**src/rtl/backward_controller.sv**
```systemverilog
// Backpropagation sequencer: latches the output-layer error, then walks one shared propagation layer downward.
// Optional WAIT watchdog is compiled in with `define BACKWARD_TIMEOUT_EN.
module backward_controller #(
    parameter int                     LAYER_MAX       = 3,
    parameter int                     NUM_NEURON      = 5,
    parameter int                     DELTA_SIZE      = 9,
    parameter int                     LAYER_ADDR_SIZE = 2,
    parameter logic [4*LAYER_MAX-1:0] LAYER_SIZES     = {LAYER_MAX{4'd5}},
    parameter int                     TIMEOUT_CYCLES  = 1024
) (
    input  logic                             clk,
    input  logic                             rst,
    input  logic                             start,
    input  logic [NUM_NEURON*DELTA_SIZE-1:0] output_error,
    input  logic [NUM_NEURON*DELTA_SIZE-1:0] layer_delta,
    input  logic [NUM_NEURON-1:0]            layer_delta_valid,
    output logic                             layer_start,
    output logic [LAYER_ADDR_SIZE-1:0]       layer_num,
    output logic [NUM_NEURON-1:0]            active,
    output logic [NUM_NEURON*DELTA_SIZE-1:0] layer_error,
    output logic [NUM_NEURON*DELTA_SIZE-1:0] delta_out,
    output logic                             delta_out_valid,
    output logic [LAYER_ADDR_SIZE-1:0]       delta_layer,
    output logic                             busy,
    output logic                             done,
    output logic                             timeout
);

    localparam int VEC_W = NUM_NEURON * DELTA_SIZE;

    typedef enum logic [2:0] {
        ST_IDLE,
        ST_START,
        ST_WAIT,
        ST_STORE,
        ST_DONE
    } state_t;

    state_t                     state_q, state_d;
    logic [LAYER_ADDR_SIZE-1:0] layer_num_q, layer_num_d;
    logic [LAYER_ADDR_SIZE-1:0] delta_layer_q, delta_layer_d;
    logic [VEC_W-1:0]           err_q, err_d;
    logic [VEC_W-1:0]           dreg_q, dreg_d;
    logic [VEC_W-1:0]           delta_out_q, delta_out_d;
    logic [NUM_NEURON-1:0]      seen_q, seen_d;

    logic [3:0]                 lane_count;
    logic [NUM_NEURON-1:0]      active_mask;
    logic [VEC_W-1:0]           lane_mask;
    logic [NUM_NEURON-1:0]      hit;
    logic [NUM_NEURON-1:0]      seen_next;
    logic [VEC_W-1:0]           dreg_merge;

`ifdef BACKWARD_TIMEOUT_EN
    localparam int CNT_W = $clog2(TIMEOUT_CYCLES + 1);
    logic [CNT_W-1:0] wait_cnt_q, wait_cnt_d;
    logic             timeout_q, timeout_d;
`endif

    // Lane mask of the layer being stepped; layer index 0 means no step configured yet.
    always_comb begin
        lane_count  = 4'd0;
        active_mask = '0;
        lane_mask   = '0;
        if (layer_num_q != '0) begin
            lane_count = LAYER_SIZES[4*(int'(layer_num_q)-1) +: 4];
        end
        for (int i = 0; i < NUM_NEURON; i++) begin
            if (i < int'(lane_count)) begin
                active_mask[i]                        = 1'b1;
                lane_mask[i*DELTA_SIZE +: DELTA_SIZE] = '1;
            end
        end
    end

    always_comb begin
        hit        = layer_delta_valid & active_mask;
        seen_next  = seen_q | hit;
        dreg_merge = dreg_q;
        for (int i = 0; i < NUM_NEURON; i++) begin
            if (hit[i]) begin
                dreg_merge[i*DELTA_SIZE +: DELTA_SIZE] = layer_delta[i*DELTA_SIZE +: DELTA_SIZE];
            end
        end
    end

    always_comb begin
        state_d       = state_q;
        layer_num_d   = layer_num_q;
        delta_layer_d = delta_layer_q;
        err_d         = err_q;
        dreg_d        = dreg_q;
        delta_out_d   = delta_out_q;
        seen_d        = seen_q;
`ifdef BACKWARD_TIMEOUT_EN
        wait_cnt_d    = wait_cnt_q;
        timeout_d     = timeout_q;
`endif
        case (state_q)
            ST_IDLE: begin
                if (start) begin
                    err_d       = output_error;
                    seen_d      = '0;
                    layer_num_d = LAYER_ADDR_SIZE'(LAYER_MAX - 1);
`ifdef BACKWARD_TIMEOUT_EN
                    timeout_d   = 1'b0;
`endif
                    state_d     = (LAYER_MAX == 1) ? ST_DONE : ST_START;
                end
            end
            ST_START: begin
`ifdef BACKWARD_TIMEOUT_EN
                wait_cnt_d = '0;
`endif
                state_d = ST_WAIT;
            end
            ST_WAIT: begin
                dreg_d = dreg_merge;
                seen_d = seen_next;
                // Completion in the same cycle as the last valid lane takes priority over the watchdog.
                if (seen_next == active_mask) begin
                    delta_out_d   = dreg_merge & lane_mask;
                    delta_layer_d = layer_num_q - LAYER_ADDR_SIZE'(1);
                    state_d       = ST_STORE;
                end
`ifdef BACKWARD_TIMEOUT_EN
                else if (wait_cnt_q == CNT_W'(TIMEOUT_CYCLES - 1)) begin
                    timeout_d = 1'b1;
                    seen_d    = '0;
                    state_d   = ST_IDLE;
                end else begin
                    wait_cnt_d = wait_cnt_q + CNT_W'(1);
                end
`endif
            end
            ST_STORE: begin
                err_d  = delta_out_q;
                seen_d = '0;
                if (layer_num_q == LAYER_ADDR_SIZE'(1)) begin
                    state_d = ST_DONE;
                end else begin
                    layer_num_d = layer_num_q - LAYER_ADDR_SIZE'(1);
                    state_d     = ST_START;
                end
            end
            ST_DONE: begin
                state_d = ST_IDLE;
            end
            default: begin
                state_d = ST_IDLE;
            end
        endcase
    end

    always_ff @(posedge clk) begin
        if (rst) begin
            state_q       <= ST_IDLE;
            layer_num_q   <= '0;
            delta_layer_q <= '0;
            err_q         <= '0;
            dreg_q        <= '0;
            delta_out_q   <= '0;
            seen_q        <= '0;
`ifdef BACKWARD_TIMEOUT_EN
            wait_cnt_q    <= '0;
            timeout_q     <= 1'b0;
`endif
        end else begin
            state_q       <= state_d;
            layer_num_q   <= layer_num_d;
            delta_layer_q <= delta_layer_d;
            err_q         <= err_d;
            dreg_q        <= dreg_d;
            delta_out_q   <= delta_out_d;
            seen_q        <= seen_d;
`ifdef BACKWARD_TIMEOUT_EN
            wait_cnt_q    <= wait_cnt_d;
            timeout_q     <= timeout_d;
`endif
        end
    end

    assign layer_start     = (state_q == ST_START);
    assign delta_out_valid = (state_q == ST_STORE);
    assign done            = (state_q == ST_DONE);
    assign busy            = (state_q != ST_IDLE);
    assign layer_num       = layer_num_q;
    assign active          = active_mask;
    assign layer_error     = err_q;
    assign delta_out       = delta_out_q;
    assign delta_layer     = delta_layer_q;
`ifdef BACKWARD_TIMEOUT_EN
    assign timeout         = timeout_q;
`else
    assign timeout         = 1'b0;
`endif

endmodule

```
**config.mk**
```make
export PLATFORM = sky130hd
export DESIGN_NAME = backward_controller
export DESIGN_NICKNAME = d
export VERILOG_FILES = /design/src/rtl/backward_controller.sv
export SDC_FILE = /design/constraint.sdc
export NUM_CORES = 1
export LEC_CHECK = 0
export ABC_AREA = 1
export CELL_PAD_IN_SITES_DETAIL_PLACEMENT = 1
export CELL_PAD_IN_SITES_GLOBAL_PLACEMENT = 2
export CORE_MARGIN = 3
export CORE_UTILIZATION = 25
export CTS_CLUSTER_DIAMETER = 100
export DETAILED_ROUTE_END_ITERATION = 8
export PLACE_DENSITY = 0.81
export SETUP_SLACK_MARGIN = 0.1
export SLEW_MARGIN = 20
export SYNTH_ARGS = -nofsm -noshare
export SYNTH_HDL_FRONTEND = slang
export SYNTH_SLANG_ARGS = --single-unit
```
**constraint.sdc**
```tcl
create_clock -name clk -period 2.1 [get_ports clk]
set_input_delay 0.21 -clock clk [delete_from_list [all_inputs] [get_ports clk]]
set_output_delay 0.21 -clock clk [all_outputs]
set_load 0.02 [all_outputs]
```
==> summary.txt, run 1 <==
Outcome
  • Outcome: finished clean

Pwr
  • Pwr/cell area: 898.0 nW/um2
  • Total power: 8.425 mW
  • Gate power share: 27.0%
  • Cell Int Power: 5.732 mW
  • Switching pwr: 2.693 mW
  • Clock power share: 35.7%
  • Leak: 3.278 nW
  • Switching share of total power: 31.96%
  • Peak supply drop: 0.3448 mV
  • Power share of the sequential group: 37.3%

Drt
  • Detailed Route Iter0 Violations: 284
  • Residual DRC: 0
  • Mean routed wirelength per cell: 16.64 um
  • Router iterations before antenna repair: 4
  • Final wirelength: 22.73 mm
  • Post-route antenna net violation count: 0
  • Vias/cell: 4.637
  • Vias: 6334

Layout
  • Filler cells: 2979
  • Layout cells sized above 1: 13.63%
  • Ant. Diodes: 0
  • Final Core Density: 37.91%
  • Area grow syn2layout: 46.39%
  • Commonest non-fill, non-tap cells in the layout: 249 x nand2_1, 192 x clkdlybuf4s50_1, 146 x dfxtp_1
  • Reg area: 2944 um2
  • Leading cell type in the layout, fill and taps excluded: nand2_1
  • Layout Nets: 1129
  • Multi-input gate area: 3065 um2

Die
  • Die Area: 27590 um2
  • Die Wd: 166.1 um
  • Starting Density: 25.90%
  • Core Region: 24750 um2
  • Site Rows: 57
  • Die height: 166.1 um
  • Ports: 202

Setup path
  • Worst EP arrival: 1.68 ns
  • CP startpoint kind: flop
  • CP Max Fanout: 5
  • CP required: 1.89 ns
  • CP Capture Type: output port
  • Crit path kind: reg -> out

Yosys
  • Cells after synthesis: 849
  • Syn avg cell area: 7.548 um2
  • Post-synth EDFFs: 0
  • Synthesized Nets: 949
  • Asr flop ratio synth: 0%
  • Seq/Total Area, Yosys: 45.92%
  • Synth Warn #: 0
  • FF+latch count, synth: 147
  • Unique masters post-synth: 31
  • Synthesized area: 6409 um2
  • Synth Flop Type: dfxtp_1

STA
  • Period Utilization, post-route: 89.77%
  • Highest Clock Rate: 530.4 MHz
  • Final Skew: 0.007496 ns
  • Setup TNS: 0 ns
  • Final setup viols: 0
  • Unrepaired setup endpoints after global routing: no
  • Fin Hold WS: 0.3033 ns
  • Slew headroom: 65.62%
  • Worst Max-Slew Pin Slew: 0.5157 ns
  • Final setup margin: 0.2147 ns
  • Slew Viols, Final: 0
  • Final hold viol count: 0
  • Tmin final: 1.885 ns

GRT
  • Initial antenna violation count: 0
  • Total GRT Usage: 16.12%
  • First-pass GRT wire length: 36.11 mm
  • GR Layer Usage met3: 3.166%
  • Global Route met1 Usage: 20.85%
  • Met2 Resource Use GR: 27.42%
  • Global routing's busiest layer: met2
  • Vias in the first global route: 6499
  • GRT Residual Overflow: 0
  • Largest net degree at the start of global routing: 91

CTS
  • Clock insertion delay at the later pin of the skew report: 0.42 ns
  • Total clock buffers created by CTS: 17
  • CTS max path bufs: 2
  • Cts hold-fix bufs: 0
  • CTS tree: yes
  • H-Tree Depth: 4
  • Clock Sinks: 147
  • Clock root cell: clkbuf_16
  • Worst-path clk slew: 0.06 ns

Job
  • Max-cap viol count: 0

Worst hold path
  • Hold crit path type: in -> reg

Place
  • Hpwl dp: 15.62 mm
  • # port buffers: 200
  • RD Place Congestion: 0.7406
  • Worst slack at placement: 0.05419 ns
## cell families (layout without fill, tap and decap cells)
family / Yosys count / count (layout) / share of synthesized area (%)
and+or+nand+nor: 370 / 371 / 24.42
AOI/OAI and AO/OA: 242 / 242 / 22.30
DFF: 147 / 147 / 45.92
buffers and inverters: 87 / 279 / 6.911
adders and majority gates: 2 / 2 / 0.3904
other: 1 / 1 / 0.05851
## critical path: stages (launching register included)
cell and delay, ns:
dfxtp_1 0.33, inv_2 0.11, nand3_2 0.10, inv_2 0.10, clkdlybuf4s50_1 0.61
## cell type report
type | count | area share [%]
Sequential cell | 147 | 31.38
Tap cell | 324 | 4.321
Clock inverter | 14 | 1.467
Inverter | 19 | 0.8136
Clock buffer | 18 | 4.681
Timing Repair Buffer | 228 | 24.66
Multi-Input combinational cell | 616 | 32.68
## worst paths after layout
path | start | end | slack, ns | cells after the start
worst min register to register | seen_q[1] | seen_q[1] | 0.48 | 2
worst max register to register | layer_num[0] | delta_out[30] | 0.25 | 13
worst min-delay path | rst | delta_out[2] | 0.30 | 4
worst max-delay path | state_q[2] | delta_out_valid | 0.21 | 4
## routing by layer
layer,wire length [um],part of all wire [%]
met1,10660,47
met2,10920,48
met3,828,3.6
met4,323,1.4
met5,0,0
## cells in the mapped netlist (3+ instances only)
library cell | instances | area share, %
dfxtp_1 | 147 | 46
a21oi_1 | 98 | 7.7
inv_1 | 10 | 0.59
clkbuf_1 | 22 | 1.3
a31oi_1 | 48 | 4.7
o21ai_1 | 16 | 1.2
buf_1 | 3 | 0.18
buf_6 | 6 | 1.1
buf_4 | 6 | 0.70
nand3_1 | 35 | 2.7
nand2_8 | 3 | 0.94
nand2_2 | 18 | 1.8
inv_2 | 9 | 0.53
a21oi_2 | 40 | 5.5
nand2_1 | 250 | 15
nor2_1 | 55 | 3.2
buf_2 | 30 | 2.3
o21ai_0 | 37 | 2.9
## sequential cells by signal (all words and copies together), names as in the netlist
signal / cells
dreg_q: 45
delta_out: 45
delta_layer: 2
layer_error: 45
state_q: 3
layer_num: 2
seen_q: 5
## timing repair
action,4_1_cts,5_1_grt
resized for setup,7,10
gates cloned,0,1
setup endpoints to repair,42,52
pin swaps,0,1
setup buffers,0,3
## metrics by stage
| stage | cell area, um2 | std cells |
|---|---|---|
| 4_1_cts | 9309 | 1362 |
| 3_3_place_gp | 8737 | 1330 |
| 6_report | 9382 | 1366 |
| 2_1_floorplan | 6409 | 849 |
| 3_5_place_dp | 8737 | 1330 |
| 5_1_grt | 9382 | 1366 |
## power groups by stage
stage / logic, mW / clock network [mW] / registers, mW
floorplan: 1.05 / 0 / 3.41
global placement: 2.22 / 0 / 3.20
detailed placement: 2.24 / 0 / 3.21
CTS: 2.23 / 3.11 / 3.15
global route: 2.48 / 3.21 / 3.18
finish: 2.27 / 3.01 / 3.15
Note: power is estimated with default switching activity, not from simulation.
==> run 2, diff against run 1 <==
- GPL_ROUTABILITY_DRIVEN: default -> 0
==> results of run 2 <==
Same layout as run 1: the final DEF is identical, and so are final timing and power.
==> run 3, diff against run 2 <==
- ABC_CLOCK_PERIOD_IN_PS: default -> 2100
- CELL_PAD_IN_SITES_DETAIL_PLACEMENT: 1 -> default
- CELL_PAD_IN_SITES_GLOBAL_PLACEMENT: 2 -> default
- CORE_UTILIZATION: 25 -> 47
- PLACE_DENSITY: 0.81 -> 0.83
==> run 3 against run 2 <==
Net effect:
- wire length shrank 19%
- cell area shrank 3.2%
- critical path depth shrank 1
- clock-buffer cell count grew 8
- highest routed layer unchanged
- global-route usage grew 8.2 points
- critical endpoint is now done
- worst hold slack lost 0.13 ns
==> summary.txt, run 3 (synthesis results as in run 1) <==
GRT
  • Largest net degree at the start of global routing: 51
  • First-pass GRT wire length: 29.04 mm
  • Vias in the first global route: 5962
  • Initial antenna violation count: 0
  • Total GRT Usage: 24.30%
  • GRT Residual Overflow: 0

STA
  • Highest Clock Rate: 525.9 MHz
  • Slew headroom: 59.93%
  • Fin Hold WS: 0.1699 ns
  • Period Utilization, post-route: 90.55%
  • Slew Viols, Final: 0
  • Worst Max-Slew Pin Slew: 0.6011 ns
  • Tmin final: 1.902 ns
  • Final setup margin: 0.1985 ns
  • Final setup viols: 0
  • Final Skew: 0.005329 ns
  • Final hold viol count: 0
  • Setup TNS: 0 ns
  • Unrepaired setup endpoints after global routing: no

Layout
  • Leading cell type in the layout, fill and taps excluded: nand2_1
  • Cell Count, Final, Fillers Out: 1215
  • Area grow syn2layout: 41.70%
  • Filler cells: 1085
  • Commonest non-fill, non-tap cells in the layout: 249 x nand2_1, 191 x clkdlybuf4s50_1, 146 x dfxtp_1
  • Final Core Density: 68.30%
  • Layout Nets: 1127
  • Ant. Diodes: 0
  • Layout cells sized above 1: 12.70%

Setup path
  • R2R depth: 13
  • CP startpoint kind: flop
  • CP Capture Type: output port
  • CP required: 1.89 ns
  • WP depth: 3
  • CP Cell Sequence: inv_2, nor3_1, clkdlybuf4s50_1
  • Slowest CP cell: clkdlybuf4s50_1
  • Critical Path Start: state_q[2]
  • Worst R2R Start: layer_num[1]
  • CP Max Fanout: 5
  • Crit-path leading delay family: buffers and inverters
  • Crit path kind: reg -> out
  • Critical path's largest stage delay: 0.64 ns
  • Worst Path Buf+Inv: 2
  • Worst EP arrival: 1.69 ns

Die
  • Starting Density: 48.20%
  • Site Rows: 42
  • Die Wd: 122.8 um
  • Die Area: 15070 um2
  • Core Region: 13300 um2
  • Ports: 202
  • Die height: 122.8 um

Drt
  • Mean routed wirelength per cell: 15.10 um
  • Vias: 6389
  • Vias/cell: 5.258
  • Router iterations before antenna repair: 5
  • Residual DRC: 0
  • Detailed Route Iter0 Violations: 434
  • Post-route antenna net violation count: 0
  • Final wirelength: 18.35 mm

Outcome
  • Outcome: finished clean

CTS
  • H-Tree Depth: 4
  • Clock root cell: clkbuf_16
  • Total clock buffers created by CTS: 17
  • Cts hold-fix bufs: 0
  • CTS tree: yes
  • Clock insertion delay at the later pin of the skew report: 0.42 ns
  • Clock Sinks: 147
  • Worst-path clk slew: 0.06 ns
  • CTS max path bufs: 2

Pwr
  • Leak: 3.263 nW
  • Pwr/cell area: 893.1 nW/um2
  • Peak supply drop: 0.5647 mV

Worst hold path
  • Hold Path Depth: 2
  • HP Start: rst
  • Hold crit path type: in -> reg

Job
  • Max-cap viol count: 0

Place
  • Worst slack at placement: 0.07166 ns
  • Placed cells: 1181
  • Hpwl dp: 12.42 mm
  • # port buffers: 200
==> run 3: path summary, 6_finish.rpt <==
check                                       to  slack [ns]
worst max-delay path                      done        0.20
worst min-delay path                dreg_q[16]        0.17
worst max register to register  delta_layer[0]        0.23
worst min register to register       seen_q[2]        0.47
==> run 3: timing repair <==
item | 4_1_cts | 5_1_grt
endpoints found under the hold margin | 0 | 0
cloned | 0 | 1
setup buffers | 2 | 0
pin swaps | 0 | 1
resized for setup | 9 | 7
endpoints found under the setup margin | 15 | 46
==> run 3: layout make-up <==
class,instances,area (um2),share of cell area [%]
sequential,147,2944,32.42
multi-input combinational,616,3065,33.76
inverter,19,76.32,0.8405
tap,176,220.2,2.425
clock buffer,26,499.2,5.497
timing repair buffer,226,2226,24.51
clock inverter,5,50.05,0.5511
==> run 3: metal layers <==
layer	up-vias	track usage, %	part of all wire, %
met5	-	0	0
met4	0	9.657	2.0
met3	33	4.885	7.0
met2	237	41.07	47
met1	2933	30.38	43
li1	3186	-	-
==> run 3: stage by stage <==
step	instance area, um2	power, mW
global placement	8464	5.255
finish	9081	8.110
global route	9081	8.443
floorplan	6409	4.464
detailed placement	8464	5.284
CTS	9045	8.135
==> run 3: power breakdown <==
| part | internal [mW] | leakage (nW) | switching [mW] | total, mW |
|---|---|---|---|---|
| sequential | 3.02 | 1.20 | 0.122 | 3.15 |
| combinational | 0.869 | 1.79 | 1.27 | 2.14 |
| clock | 1.74 | 0.274 | 1.09 | 2.83 |
| total | 5.63 | 3.26 | 2.48 | 8.11 |
